<file path="src/rtl/mult_pkg.sv">
// mult_pkg
// Shared definitions for the multiplier issue stage and its helpers.
//   state_t : issue FSM state encoding (IDLE / ISSUE / RESP)
//   MULT_W  : default operand width, identical to the multiplier operand width
//   CNT_W   : default width of the activity counters
package mult_pkg;

   typedef enum logic [1:0] {
      IDLE  = 2'b00,
      ISSUE = 2'b01,
      RESP  = 2'b10
   } state_t;

   localparam int MULT_W = 8;
   localparam int CNT_W  = 16;

endpackage

</file>
<file path="src/rtl/mult_issue_ctrl_sat_counter.sv">
// sat_counter
// Saturating up-counter used for power-characterisation activity statistics.
// Ports:
//   clk   in  : system clock
//   rst_n in  : asynchronous active-low reset, clears the count
//   inc   in  : increment request for this cycle
//   clr   in  : synchronous clear; beats a simultaneous increment
//   count out : current count, holds at all-ones once saturated
module sat_counter
   import mult_pkg::*;
#(
   parameter int CW = CNT_W
) (
   input  logic          clk,
   input  logic          rst_n,
   input  logic          inc,
   input  logic          clr,
   output logic [CW-1:0] count
);

   // Clear has priority so a statistics reset is never lost to a concurrent op.
   always_ff @(posedge clk or negedge rst_n) begin
      if (!rst_n) begin
         count <= '0;
      end else if (clr) begin
         count <= '0;
      end else if (inc && (count != {CW{1'b1}})) begin
         count <= count + 1'b1;
      end
   end

endmodule

</file>
<file path="src/rtl/mult_issue_ctrl.sv">
// mult_issue_ctrl
// Issue stage in front of the clock-gated multiplier. Accepts operand pairs
// over valid/ready, registers them onto the multiplier inputs and pulses the
// capture enable for one cycle. A pair identical to the previously computed
// one leaves the enable low, since the multiplier output already holds it.
// Ports:
//   clk, rst_n            : clock and asynchronous active-low reset
//   in_valid/in_ready     : upstream operand handshake
//   in_a, in_b            : operands
//   flush                 : forget the operand history (next op never skipped)
//   mult_a, mult_b        : registered operands to the multiplier
//   mult_en               : registered multiplier capture enable
//   res_valid/res_ready   : downstream result handshake
//   cnt_clr               : synchronous clear of both activity counters
//   active_cnt, gated_cnt : saturating counts of enabled / suppressed ops
// The multiplier captures on the falling clock edge, and its active-high
// reset must be tied to ~rst_n.
module mult_issue_ctrl
   import mult_pkg::*;
#(
   parameter int W       = MULT_W,
   parameter int CW      = CNT_W,
   parameter bit SKIP_EN = 1'b1
) (
   input  logic          clk,
   input  logic          rst_n,
   input  logic          in_valid,
   output logic          in_ready,
   input  logic [W-1:0]  in_a,
   input  logic [W-1:0]  in_b,
   input  logic          flush,
   output logic [W-1:0]  mult_a,
   output logic [W-1:0]  mult_b,
   output logic          mult_en,
   output logic          res_valid,
   input  logic          res_ready,
   input  logic          cnt_clr,
   output logic [CW-1:0] active_cnt,
   output logic [CW-1:0] gated_cnt
);

   state_t state;
   state_t next_state;
   logic   hist_valid;
   logic   accept;
   logic   skip;
   logic   issue_done;

   assign accept = in_valid & in_ready;

   // A flush on the accept edge forces the op to be computed.
   assign skip = SKIP_EN & hist_valid & ~flush &
                 (in_a == mult_a) & (in_b == mult_b);

   // State register
   always_ff @(posedge clk or negedge rst_n) begin
      if (!rst_n) begin
         state <= IDLE;
      end else begin
         state <= next_state;
      end
   end

   // Next-state logic; in RESP an accept already implies res_ready, which
   // gives back-to-back operation straight into ISSUE.
   always_comb begin
      next_state = IDLE;
      case (state)
         IDLE:    next_state = accept ? ISSUE : IDLE;
         ISSUE:   next_state = RESP;
         RESP: begin
            if (res_ready) begin
               next_state = accept ? ISSUE : IDLE;
            end else begin
               next_state = RESP;
            end
         end
         default: next_state = IDLE;
      endcase
   end

   // Output decode
   always_comb begin
      in_ready   = 1'b0;
      issue_done = 1'b0;
      case (state)
         IDLE:    in_ready = 1'b1;
         ISSUE:   issue_done = 1'b1;
         RESP:    in_ready = res_ready;
         default: in_ready = 1'b0;
      endcase
   end

   // Operands only move on accept, so they are stable while res_valid is high.
   // mult_en can only rise on accept and is cleared on the following edge.
   always_ff @(posedge clk or negedge rst_n) begin
      if (!rst_n) begin
         mult_a  <= '0;
         mult_b  <= '0;
         mult_en <= 1'b0;
      end else begin
         mult_en <= accept & ~skip;
         if (accept) begin
            mult_a <= in_a;
            mult_b <= in_b;
         end
      end
   end

   // Result flag and operand history; flush beats the history set at ISSUE end.
   always_ff @(posedge clk or negedge rst_n) begin
      if (!rst_n) begin
         res_valid  <= 1'b0;
         hist_valid <= 1'b0;
      end else begin
         if (issue_done) begin
            res_valid <= 1'b1;
         end else if ((state == RESP) && res_ready) begin
            res_valid <= 1'b0;
         end
         if (flush) begin
            hist_valid <= 1'b0;
         end else if (issue_done) begin
            hist_valid <= 1'b1;
         end
      end
   end

   sat_counter #(.CW(CW)) u_active_cnt (
      .clk   (clk),
      .rst_n (rst_n),
      .inc   (issue_done & mult_en),
      .clr   (cnt_clr),
      .count (active_cnt)
   );

   sat_counter #(.CW(CW)) u_gated_cnt (
      .clk   (clk),
      .rst_n (rst_n),
      .inc   (issue_done & ~mult_en),
      .clr   (cnt_clr),
      .count (gated_cnt)
   );

endmodule

</file>
<file path="config.mk">
export PLATFORM = sky130hd
export DESIGN_NAME = mult_issue_ctrl
export DESIGN_NICKNAME = d
export VERILOG_FILES = /design/src/rtl/mult_pkg.sv /design/src/rtl/mult_issue_ctrl_sat_counter.sv /design/src/rtl/mult_issue_ctrl.sv
export SDC_FILE = /design/constraint.sdc
export NUM_CORES = 1
export LEC_CHECK = 0
export CAP_MARGIN = 5
export CORE_MARGIN = 2
export CORE_UTILIZATION = 30
export DETAILED_ROUTE_END_ITERATION = 16
export DONT_BUFFER_PORTS = 1
export PLACE_DENSITY_LB_ADDON = 0.2
export SLEW_MARGIN = 25
export SYNTH_ARGS = -nofsm -noshare
export SYNTH_HDL_FRONTEND = slang
export SYNTH_SLANG_ARGS = --single-unit
</file>
<file path="constraint.sdc">
create_clock -name clk -period 3.97 [get_ports clk]
set_clock_uncertainty 0.1 [all_clocks]
set_input_delay 0.794 -clock clk [delete_from_list [all_inputs] [get_ports clk]]
set_output_delay 0.794 -clock clk [all_outputs]
set_load 0.02 [all_outputs]
</file>
After elaboration in Yosys (flattened, before gate mapping)
Cells that the tools add are included.

storage, ports and cells
  bits in registers = 53
  bits in latches = 0
  RAM bits = 0
  memory bits (read-only) = 0
  logic and storage cells = 47
  memories kept = 0

operators by class
  add/subtract/negate cells = 2
  multipliers = 0
  divide/modulo/power cells = 0
  magnitude comparators = 0
  equal/unequal tests = 6
  shifts and indexed selects = 0
  muxes and demuxes = 13
  bitwise gates (word level) = 10
  reductions and logical operators = 8

operators with widths
  operator                 number
  $mux W16                 4
  $add A16 B1 Y16 const B  2
  $ne A16 B16 Y1 const B   2
  $eq A8 B8 Y1             2
  $reduce_bool A2 Y1       4
  $and A1 B1 Y1            7
  $mux W1                  6
  $pmux W2 S3              1
  $logic_and A1 B1 Y1      3
  $not A1 Y1               3
  $eq A2 B1 Y1 const B     1
  $eq A2 B2 Y1 const B     1
  $logic_not A2 Y1         1
  $mux W2                  1
  $pmux W1 S2              1

Longest topological paths before layout
  word-level depth = 6
  depth in mapped cells = 6
  gate-level depth less buffers = 5

Cells and area by module
From an unflattened synthesis, not the netlist that was laid out.

second synthesis, totals
  cell total of the unflattened synthesis = 272
  area, all modules = 2912.8 um^2

modules (own cells, without submodules)
  module           times used  cells each  area each (um^2)  seq. area each (um^2)
  sat_counter      2           98          942.2             400.4
  mult_issue_ctrl  1           76          1028.5            525.5

Worst setup path before layout
Ideal clock, no wire load.

  path type = input-to-reg
  start = input res_ready
  end = register mult_a[0]
  setup time = 0.125 ns
  data arrival time = 2.285 ns
  required time = 3.745 ns
  path slack = 1.460 ns
  cell stages on the path = 6
  path buffers = 2
  path through = inv_1 > a21oi_1 > and2_1 > clkbuf_1 > buf_2 > mux2_2

between the ends
  word-level cells in the longest chain between the ends = 2

ends and longest elaborated chain
  item                  line                    text
  start, declared       mult_issue_ctrl.sv:36   input logic res_ready,
  $pmux W1 S2           mult_issue_ctrl.sv:86   case (state)
  via in_ready          mult_issue_ctrl.sv:28   output logic in_ready,
  $and A1 B1 Y1         mult_issue_ctrl.sv:49   assign accept = in_valid & in_ready;
  end signal, assigned  mult_issue_ctrl.sv:104  mult_a <= in_a;
  end, declared         mult_issue_ctrl.sv:32   output logic [W-1:0] mult_a,

The timed path passes the listed nets, and every way through them passes these cells.
A chain may end at the register's enable or synchronous reset.

Worst setup path after layout
  start = register state[0]
  end = register u_gated_cnt.count[9]

between the ends
  word-level cells in the longest chain between the ends = 5

ends and longest elaborated chain
  item                          line                               text
  start, declared               mult_issue_ctrl.sv:42              state_t state;
  start signal, assigned        mult_issue_ctrl.sv:60              state <= next_state;
  $eq A2 B1 Y1                  mult_issue_ctrl.sv:86
  $mux W1                       mult_issue_ctrl.sv:86
  $and A1 B1 Y1                 mult_issue_ctrl.sv:140             .inc (issue_done & ~mult_en),
  $logic_and A1 B1 Y1           mult_issue_ctrl_sat_counter.sv:27  end else if (inc && (count != {CW{1'b1}})) begin
  $reduce_bool A2 Y1 (no line)  --
  end signal, assigned          mult_issue_ctrl_sat_counter.sv:28  count <= count + 1'b1;
  end, declared                 mult_issue_ctrl_sat_counter.sv:18  output logic [CW-1:0] count

Every way passes these cells.

==> key figures <==
Run status
  • Outcome: complete, no violations

Logic synthesis
  • Total nets after synthesis: 294
  • Register area share after synthesis: 47.88%
  • Number of warnings reported in the yosys synthesis log: 0
  • Share of Yosys cell area claimed by the top area cell type: 47.88%
  • Yosys reg bits: between 50 and 60
  • Synthesized cell area: about 2800 µm²
  • Mean post-synth cell area: 10.26 µm²
  • Netlist cell types: 42
  • Cell count after synthesis: between 200 and 300
  • Dominant cell type by area after synthesis: sky130_fd_sc_hd__dfrtp_1
  • Leading post-synthesis cells by cell area: sky130_fd_sc_hd__dfrtp_1 (48%), sky130_fd_sc_hd__mux2_2 (6.9%), sky130_fd_sc_hd__xor2_1 (4.7%), sky130_fd_sc_hd__a21oi_1 (3.8%), sky130_fd_sc_hd__or3_1 (2.5%)

Clocking
  • Maximum clock insertion buffer count: 2
  • Number of cells upsized or downsized after cts: 0
  • Htree depth: 2
  • TritonCTS buffer count: 5
  • Root Buffer: sky130_fd_sc_hd__clkbuf_8
  • Clock tree from TritonCTS: done
  • Num Clock Sinks: between 50 and 60
  • Clock insertion delay at the later pin of the skew report: ~310 ps
  • Hold buffer count at CTS: 0
  • Clock-pin slew on the worst setup and hold paths: 110 ps
  • Buffers inserted by post-CTS timing repair: 0

Floorplanning
  • Initial Utilization: 30.41%
  • Die Outline Area: 10020 µm²
  • Horizontal die dimension: around 100 µm
  • Row cnt: 35
  • Die outline height: ~100 µm
  • Number of primary I/O pins: 73
  • Core area: 9109 µm²

Placed design
  • Placed standard-cell area: between 2000 and 3000 µm²
  • Routability congestion estimate from global placement: about 0.74
  • Detailed Place HPWL: 4490 µm
  • Count of buffers inserted at the top-level ports: 0
  • Cell count after placement: about 370

Timing
  • Max-slew headroom at the worst pin: 48.63%
  • Setup repair after global routing missed its margin: no
  • Endpoints failing hold: 0
  • Upper clock frequency limit: between 400 and 500 MHz
  • Post-layout min period: about 2200 ps
  • Max-slew violation total from the final report: 0
  • Tightest Pin Transition: roughly 770 ps
  • Final setup TNS: 0 ps
  • Crit share post-route: 56.66%
  • Setup-failing EPs final: 0

Drt
  • Post-DRT Antenna Nets: 0
  • DRC errors left: 0
  • Vias after detailed routing: 2116
  • Per-cell routed wire length: between 15 and 20 µm
  • Number of violations reported at the end of detailed-routing iteration 0: 77
  • First-pass iteration count of the detailed router: 4
  • Final Routed Wirelength: around 6500 µm
  • Routed via count divided by cell count: roughly 5.6

Finish
  • Area of all placed cells without fillers: 3012 µm²
  • Commonest non-fill, non-tap cells in the layout: sky130_fd_sc_hd__dfrtp_1 (53), sky130_fd_sc_hd__a21oi_1 (21), sky130_fd_sc_hd__mux2_2 (17), sky130_fd_sc_hd__nand2_1 (17), sky130_fd_sc_hd__xor2_1 (15)
  • Fill cell instance count of the final layout: 954
  • Core utilization of the finished layout: between 30% and 40%
  • Layout overhead on the synthesized area: 8.717%
  • Most common library cell in the layout ignoring fill and taps: sky130_fd_sc_hd__dfrtp_1
  • # nets final: between 200 and 300
  • Antenna cells: 0
  • Cell Count, Final, Fillers Out: around 380
  • Share of layout cells above drive strength 1: 10.82%
  • Area taken by flip-flops and latches: 1326 µm²
  • Multi-input gate area in the final layout: about 1400 µm²

Flow run
  • Number of violations of the max-capacitance limit: 0

Global routing
  • Global-route congestion overflow total: 0
  • Global-route wire length before repair: around 11000 µm
  • Antenna violations before repair: 0
  • Pin count of the biggest net entering global routing: 54
  • Vias in the first global route: ~2100
  • Combined global-route utilization of all metal layers: approximately 13%

Power and ir drop
  • Leakage dissipation: roughly 1.2 nW
  • Peak supply drop: between 200 and 250 µV
  • PD cells: roughly 430 nW/µm²
  • Total Power: approximately 1.3 mW

Worst setup path
  • Endpoint class of the critical path: register
  • Delay of the slowest critical-path stage: ~500 ps
  • Startpoint-to-endpoint class of the critical path: reg2reg
  • Critical Path, Cell by Cell: nor3b_2 > nand3_1 > nor4_1 > mux2_1
  • Required time of the critical path: around 4000 ps
  • Cell at the slowest stage of the critical path: sky130_fd_sc_hd__dfrtp_1
  • Critical Path Source Type: register
  • Total buffers and inverters traversed by the critical path: 0
  • Critical Path Fanout Max: 10
  • Family with the most delay on the worst path: simple AND/OR/NAND/NOR gates
  • CP arrival: about 2300 ps

Worst hold path
  • Hold Path Class: in2async
-- cell usage after synthesis (all sizes together) --
cell	n
o31ai	8
dfrtp	53
a211oi	1
ha	2
and2	1
inv	6
nand3	11
clkbuf	8
a21oi	21
and3	3
nand2	17
nor3b	1
a21boi	1
xor2	15
a21o	1
nand4b	1
nand4	10
o21ai	11
mux2i	1
o21a	1
buf	2
nor4	12
nor2	9
o311ai	4
and3b	1
xnor2	1
or2	2
or4	8
o22a	1
nor2b	7
or3	11
o41ai	5
mux2	22
and4	2
nand3b	2
nor3	7
a31oi	1
-- final timing paths --
| kind | start | to | slack [ps] | cells past startpoint |
|---|---|---|---|---|
| worst max register to register | state[0] | u_gated_cnt.count[9] | 1720 | 4 |
| worst min-delay path | rst_n | u_gated_cnt.count[11] | 70 | 0 |
| worst min register to register | hist_valid | hist_valid | 410 | 2 |
| worst max-delay path | state[0] | u_gated_cnt.count[9] | 1720 | 4 |
| min in group clk | hist_valid | hist_valid | 410 | 2 |
| max in group asynchronous | rst_n | u_active_cnt.count[0] | 3590 | 0 |
-- registers in the layout, summed over array words and instances (netlist names) --
| register | cells |
|---|---|
| mult_a | 8 |
| mult_b | 8 |
| res_valid | 1 |
| u_gated_cnt.count | 16 |
| u_active_cnt.count | 16 |
| hist_valid | 1 |
| state | 2 |
| mult_en | 1 |
-- layout make-up --
| cell class | count | share of cell area [%] |
|---|---|---|
| well taps | 111 | 4.612 |
| multi-input cells | 201 | 46.16 |
| inverters | 6 | 0.7478 |
| flip-flops and latches | 53 | 44.04 |
| clock buffers | 5 | 2.285 |
| clock inverters | 3 | 2.160 |
-- logic make-up after synthesis --
logic type	count (synthesis)	synth area share [%]
flops	53	47.88
compound gates	55	12.42
fa+ha+maj	2	0.9032
mux	23	9.304
buf+inv	16	2.258
xor+xnor	16	5.059
simple gates	105	22.18
-- metal layers --
metal / vias to the layer above / track usage (%) / share of wire, %
met4: 0 / 2.950 / 0.71
met5: - / 0 / 0
met3: 4 / 5.641 / 8.7
met2: 62 / 20.37 / 46
met1: 1032 / 18.00 / 45
li1: 1018 / - / -
-- stage by stage --
| step | hold slack (ps) | setup slack (ps) |
|---|---|---|
| after floorplan | 362.4 | 1460 |
| after global placement | 381.6 | 1405 |
| after detailed placement | 388.2 | 1370 |
| after CTS | 54.42 | 1493 |
| after global routing | 41.69 | 1477 |
| final | 73.68 | 1720 |
-- power breakdown --
group	internal (mW)	leakage, nW	switching (mW)
registers	0.595	0.696	0.132
logic	0.0814	0.392	0.0559
clock network	0.251	0.0681	0.189
No activity file was read; power rests on OpenSTA's default activity.
